## config.mk

```make
export PLATFORM = sky130hd
export DESIGN_NAME = wb_cdb_arbiter
export DESIGN_NICKNAME = d
export VERILOG_FILES = /design/src/rtl/wb_cdb_arbiter.sv
export SDC_FILE = /design/constraint.sdc
export NUM_CORES = 1
export LEC_CHECK = 0
export CAP_MARGIN = 20
export CORE_ASPECT_RATIO = 1.25
export CORE_MARGIN = 2
export CORE_UTILIZATION = 44
export CTS_CLUSTER_SIZE = 10
export DETAILED_ROUTE_END_ITERATION = 10
export GPL_ROUTABILITY_DRIVEN = 1
export PLACE_DENSITY = 0.67
export SETUP_SLACK_MARGIN = 0.2
export SLEW_MARGIN = 20
export SYNTH_ARGS = -nofsm -noshare
export SYNTH_HDL_FRONTEND = slang
export SYNTH_SLANG_ARGS = --single-unit
```

## constraint.sdc

```tcl
create_clock -name clk -period 5.15 [get_ports clk]
set_input_delay 0.515 -clock clk [delete_from_list [all_inputs] [get_ports clk]]
set_output_delay 0.515 -clock clk [all_outputs]
set_load 0.005 [all_outputs]
```

## src/rtl/wb_cdb_arbiter.sv

```systemverilog
// Common data bus arbiter: per-source completion FIFOs drained round-robin onto a registered CDB.

package wb_cdb_pkg;

    localparam int unsigned ROB_TAG_W = 6;
    localparam int unsigned PRD_W     = 7;
    localparam int unsigned DATA_W    = 32;

    // Completion / writeback packet carried on each FU bus and on the CDB
    typedef struct packed {
        logic                 valid;
        logic [ROB_TAG_W-1:0] rob_tag;
        logic                 rd_used;
        logic [PRD_W-1:0]     prd;
        logic [DATA_W-1:0]    data;
    } wb_pkt_t;

endpackage

module wb_cdb_arbiter
    import wb_cdb_pkg::*;
#(
    parameter int unsigned N_SRC   = 3,
    parameter int unsigned Q_DEPTH = 2,
    parameter int unsigned CNT_W   = 16
) (
    input  logic               clk,
    input  logic               rst_n,
    input  logic               flush_i,
    input  logic               cdb_stall_i,
    input  wb_pkt_t            src_pkt_i [N_SRC],
    output logic [N_SRC-1:0]   src_ready_o,
    output wb_pkt_t            cdb_o,
    output logic [1:0]         cdb_src_o,
    output logic               busy_o,
    output logic [CNT_W-1:0]   conflict_cnt_o
);

    localparam int unsigned PTR_W   = (Q_DEPTH > 1) ? $clog2(Q_DEPTH) : 1;
    localparam int unsigned CNT_Q_W = $clog2(Q_DEPTH + 1);
    localparam int unsigned SRC_W   = 2;

    // FIFO storage and bookkeeping
    wb_pkt_t             mem_q    [N_SRC][Q_DEPTH];
    logic [PTR_W-1:0]    wr_ptr_q [N_SRC];
    logic [PTR_W-1:0]    rd_ptr_q [N_SRC];
    logic [CNT_Q_W-1:0]  count_q  [N_SRC];
    logic [CNT_Q_W-1:0]  count_d  [N_SRC];

    logic [N_SRC-1:0]    ready_q;
    logic [N_SRC-1:0]    nonempty_c;
    logic [N_SRC-1:0]    push_c;
    logic [N_SRC-1:0]    pop_c;

    logic [SRC_W-1:0]    rr_ptr_q;
    logic [SRC_W-1:0]    winner_c;
    logic                win_valid_c;
    logic                pop_en_c;
    wb_pkt_t             head_c;
    logic                conflict_c;
    logic                busy_d;

    wb_pkt_t             cdb_q;
    logic [SRC_W-1:0]    cdb_src_q;
    logic                busy_q;
    logic [CNT_W-1:0]    conflict_q;

    assign src_ready_o    = ready_q;
    assign cdb_o          = cdb_q;
    assign cdb_src_o      = cdb_src_q;
    assign busy_o         = busy_q;
    assign conflict_cnt_o = conflict_q;

    // Occupancy flags and contention detect from registered counts
    always_comb begin
        int unsigned n_busy;
        n_busy     = 0;
        nonempty_c = '0;
        for (int unsigned i = 0; i < N_SRC; i++) begin
            nonempty_c[i] = (count_q[i] != '0);
            if (count_q[i] != '0) begin
                n_busy = n_busy + 1;
            end
        end
        conflict_c = (n_busy >= 2);
    end

    // Round-robin scan starting at rr_ptr; first non-empty FIFO wins
    always_comb begin
        int unsigned idx;
        win_valid_c = 1'b0;
        winner_c    = '0;
        for (int unsigned k = 0; k < N_SRC; k++) begin
            idx = (32'(rr_ptr_q) + k) % N_SRC;
            if (!win_valid_c && nonempty_c[idx]) begin
                win_valid_c = 1'b1;
                winner_c    = SRC_W'(idx);
            end
        end
        pop_en_c = win_valid_c && !cdb_stall_i && !flush_i;
    end

    // Head packet of the winning FIFO
    always_comb begin
        head_c = '0;
        for (int unsigned i = 0; i < N_SRC; i++) begin
            if (winner_c == SRC_W'(i)) begin
                head_c = mem_q[i][rd_ptr_q[i]];
            end
        end
    end

    // Per-source push/pop and next occupancy; flush clears everything
    always_comb begin
        busy_d = pop_en_c;
        for (int unsigned i = 0; i < N_SRC; i++) begin
            push_c[i] = src_pkt_i[i].valid && ready_q[i] && !flush_i;
            pop_c[i]  = pop_en_c && (winner_c == SRC_W'(i));
            if (flush_i) begin
                count_d[i] = '0;
            end else begin
                count_d[i] = count_q[i] + CNT_Q_W'(push_c[i]) - CNT_Q_W'(pop_c[i]);
            end
            if (count_d[i] != '0) begin
                busy_d = 1'b1;
            end
        end
    end

    // FIFO payload storage; contents are qualified by count, so no reset needed
    always_ff @(posedge clk) begin
        for (int unsigned i = 0; i < N_SRC; i++) begin
            if (push_c[i]) begin
                mem_q[i][wr_ptr_q[i]] <= src_pkt_i[i];
            end
        end
    end

    // FIFO pointers, counts and registered ready
    always_ff @(posedge clk or negedge rst_n) begin
        if (!rst_n) begin
            for (int unsigned i = 0; i < N_SRC; i++) begin
                wr_ptr_q[i] <= '0;
                rd_ptr_q[i] <= '0;
                count_q[i]  <= '0;
            end
            ready_q <= '1;
        end else begin
            for (int unsigned i = 0; i < N_SRC; i++) begin
                count_q[i] <= count_d[i];
                ready_q[i] <= (count_d[i] != CNT_Q_W'(Q_DEPTH));
                if (flush_i) begin
                    wr_ptr_q[i] <= '0;
                    rd_ptr_q[i] <= '0;
                end else begin
                    if (push_c[i]) begin
                        wr_ptr_q[i] <= wr_ptr_q[i] + PTR_W'(1);
                    end
                    if (pop_c[i]) begin
                        rd_ptr_q[i] <= rd_ptr_q[i] + PTR_W'(1);
                    end
                end
            end
        end
    end

    // CDB broadcast register and round-robin pointer advance
    always_ff @(posedge clk or negedge rst_n) begin
        if (!rst_n) begin
            cdb_q     <= '0;
            cdb_src_q <= '0;
            rr_ptr_q  <= '0;
        end else if (pop_en_c) begin
            cdb_q       <= head_c;
            cdb_q.valid <= 1'b1;
            cdb_src_q   <= winner_c;
            rr_ptr_q    <= (winner_c == SRC_W'(N_SRC - 1)) ? '0 : SRC_W'(winner_c + SRC_W'(1));
        end else begin
            cdb_q.valid <= 1'b0;
        end
    end

    // Busy flag and saturating contention counter
    always_ff @(posedge clk or negedge rst_n) begin
        if (!rst_n) begin
            busy_q     <= 1'b0;
            conflict_q <= '0;
        end else begin
            busy_q <= busy_d;
            if (conflict_c && (conflict_q != '1)) begin
                conflict_q <= conflict_q + CNT_W'(1);
            end
        end
    end

endmodule
```

==> results.py <==
metrics = {
    "routing": {
        "wl_per_cell_um": 21.86,
        "ant_nets": 0,
        "drc": 0,
        "wl_um": 33010,
        "drt-initial-drc-count": 396,
        "vias": 8060,
        "drt_pass1_iterations": 5,
        "viasPerCell": 5.338,
    },
    "synthesis": {
        "syn_avg_cell_area_um2": 16.83,
        "syn-num-nets": 995,
        "async_reset_ff_share_pct": 23.12,
        "synth_ff_type": "edfxtp_1",
        "synth_top_area_share_pct": 58.71,
        "ys_warn_count": 0,
        "syn-cell-area_um2": 14120,
        "ys_seq_area_share_pct": 73.45,
        "synth-seq-cells": 359,
        "syn_inst": 839,
        "synth.distinct_cells": 46,
        "yosysTopAreaCell": "edfxtp_1",
        "ys_top_cells_by_area": "edfxtp_1 (59%), dfrtp_1 (14%), mux2i_1 (13%)",
        "synth_edf_count": 276,
    },
    "sta": {
        "hold_viol": 0,
        "fin_crit_ns": 3.614,
        "setup_viol": 0,
        "fin_setup_tns_ns": 0,
        "worst_slew_pin_slew_ns": 0.9802,
        "rsz0062_at_grt": "false",
        "period_share_pct": 70.18,
        "hold_slack_ns": 0.4859,
        "final-max-slew-violation-count": 0,
        "fmax_mhz": 276.7,
        "slew_headroom_pct": 34.65,
        "clock_skew_ns": 0.01125,
    },
    "run": {
        "max-cap-violations": 0,
    },
    "power": {
        "swShare_pct": 28.08,
        "internal_power_mw": 6.165,
        "p_sw_mw": 2.407,
        "power_density_nw_per_um2": 476.4,
        "power_leakage_nw": 6.230,
        "clockPowerShare_pct": 30.3,
        "vdd_drop_max_uv": 355.4,
        "pwr-share-comb_pct": 24.1,
        "seqPwrFrac_pct": 45.6,
    },
    "floorplan": {
        "core_um2": 31690,
        "die_y_um": 204.3,
        "start_util_pct": 44.54,
        "die_w_um": 164.2,
        "io_pins": 214,
        "fp-row-count": 73,
        "die_area_um2": 33540,
    },
    "global_route": {
        "antenna_found_initial": 2,
        "grt_pass1_wl_um": 49890,
        "overflow": 0,
        "grt_pass1_vias": 8712,
        "grt.total_usage_pct": 19.94,
        "grt_max_degree": 75,
    },
    "critical_path": {
        "cp.arrival_ns": 4.01,
        "cp_max_fo": 53,
        "path_class": "reg -> reg",
        "required_ns": 5.55,
        "critPathCaptureType": "flip-flop",
        "startpoint_type": "flip-flop",
    },
    "final_layout": {
        "fin_nets": 1223,
        "ff_latch_area_um2": 10380,
        "syn_to_final_growth_pct": 27.46,
        "n_fill_cell": 2474,
        "multi_input_area_um2": 3580,
        "fin_util_pct": 56.77,
        "fin_area_um2": 17990,
        "final_layout_size_suffix_gt1_share_pct": 7.482,
    },
    "clock_tree": {
        "clock_path_buffers": 3,
        "numCtsBuffers": 41,
        "post_cts_buffers": 0,
        "cts.clk_slew.worst_paths_ns": 0.06,
        "clk_latency_ns": 0.53,
        "htree_levels": 2,
        "cts-root-buf": "clkbuf_16",
        "cts_tree": "built",
        "cts_sinks": 359,
    },
    "run_status": {
        "status": "complete, no violations",
    },
    "placement": {
        "placed_area_um2": 16760,
        "port_buffers": 213,
        "dp.final_hpwl_um": 20570,
        "gp_congestion": 0.8157,
    },
    "min_path": {
        "hp-class": "reg -> reg",
    },
}
worst paths after layout:
kind / from / end / slack (ns) / cells past startpoint
setup / recovery: rr_ptr_q[0] / busy_o / 1.54 / 13
hold / removal: cdb_src_o[0] / cdb_src_o[0] / 0.49 / 1
setup reg to reg: rr_ptr_q[0] / busy_o / 1.54 / 13
hold reg to reg: cdb_src_o[0] / cdb_src_o[0] / 0.49 / 1
max in group asynchronous: rst_n / rd_ptr_q[1] / 3.44 / 3
min in group asynchronous: rst_n / conflict_cnt_o[13] / 0.52 / 2
layout by cell type, fill, tap and decap left out, drive strengths merged, types with 3 or more instances in the layout:
| cell | instances |
|---|---|
| edfxtp | 276 |
| clkdlybuf4s50 | 212 |
| mux2i | 180 |
| dfrtp | 80 |
| clkbuf | 71 |
| nor3 | 46 |
| a221o | 43 |
| nand2 | 23 |
| nor2 | 22 |
| buf | 17 |
| inv | 14 |
| xor2 | 13 |
| xnor2 | 11 |
| ha | 11 |
| nor2b | 11 |
| nand3 | 10 |
| and2 | 5 |
| mux2 | 5 |
| or3 | 4 |
| a21o | 4 |
| and3 | 3 |
| a211oi | 3 |
| o31ai | 3 |
| dfstp | 3 |
synth_stat cells, types with 9 or more instances:
| master | instances |
|---|---|
| nor2b_1 | 11 |
| xor2_1 | 13 |
| edfxtp_1 | 276 |
| inv_1 | 14 |
| nand2_1 | 23 |
| clkbuf_1 | 25 |
| ha_1 | 11 |
| xnor2_1 | 11 |
| nand3_1 | 10 |
| a221o_1 | 43 |
| mux2i_1 | 180 |
| dfrtp_1 | 80 |
| nor2_1 | 22 |
| buf_2 | 9 |
| nor3_1 | 46 |
flip-flops by register name (all words and copies together) (netlist names):
signal	count
count_q	6
cdb_src_o	2
src_ready_o	3
mem_q	276
cdb_o	47
conflict_cnt_o	16
rr_ptr_q	2
busy_o	1
wr_ptr_q	3
rd_ptr_q	3
per-stage QoR:
step | instances | setup slack [ns] | power [mW]
6_report | 1510 | 1.536 | 8.572
5_1_grt | 1510 | 1.195 | 8.967
4_1_cts | 1506 | 1.495 | 8.652
3_5_place_dp | 1433 | 1.497 | 6.044
3_3_place_gp | 1433 | 1.502 | 5.989
2_1_floorplan | 839 | 1.826 | 5.040
power groups by stage:
| stage | Combinational, mW | Clock, mW | Sequential [mW] |
|---|---|---|---|
| 2_1_floorplan | 1.26 | 0 | 3.78 |
| 5_1_grt | 2.23 | 2.78 | 3.96 |
| 6_report | 2.06 | 2.60 | 3.91 |
| 3_5_place_dp | 2.08 | 0 | 3.96 |
| 4_1_cts | 2.08 | 2.65 | 3.92 |
| 3_3_place_gp | 2.03 | 0 | 3.96 |
logic make-up (layout without fill, tap and decap cells):
kind of cell             Yosys count  in the layout  synth area share [%]
AND/OR/NAND/NOR                  132            132                 4.600
XOR/XNOR                          24             24                 1.489
AO/OA/AOI/OAI                     69             69                 4.493
multiplexers                     185            185                 13.16
buffers and inverters             59            316                 1.835
adder cells (fa/ha/maj)           11             11                0.9749
other                              0              2                     0
flip-flops                       359            359                 73.45
layer usage:
| layer | routed length [µm] | up-vias | track usage [%] |
|---|---|---|---|
| met1 | 13070 | 4059 | 23.75 |
| met2 | 17420 | 247 | 35.92 |
| met5 | 0 | - | 0 |
| met3 | 1723 | 50 | 3.937 |
| li1 | - | 3704 | - |
| met4 | 799 | 0 | 6.548 |
what timing repair did:
item | CTS | global route
gates resized for setup | 0 | 0
hold buffers | 1 | 0
hold endpoints to repair | 35 | 0
worst max-delay path: stages (launching register included):
cell       delay (ns)
dfrtp_1          0.37
inv_1            0.08
ha_1             0.30
o211ai_1         0.45
o2bb2ai_4        0.18
buf_4            0.59
nor2_1           0.19
ha_1             0.33
inv_1            0.04
ha_1             0.27
nor2b_1          0.14
or3_1            0.30
nor4_1           0.17
nand2_1          0.08
area by class of cell:
type,instances,area share (%)
flip-flops and latches,359,57.69
multi-input cells,421,19.89
repair buffers,230,12.70
clock buffers,71,6.446
well taps,412,2.865
inverters,14,0.2921
clock inverters,1,0.09040
diodes,2,0.02781
No activity file was read; power rests on OpenSTA's default activity.
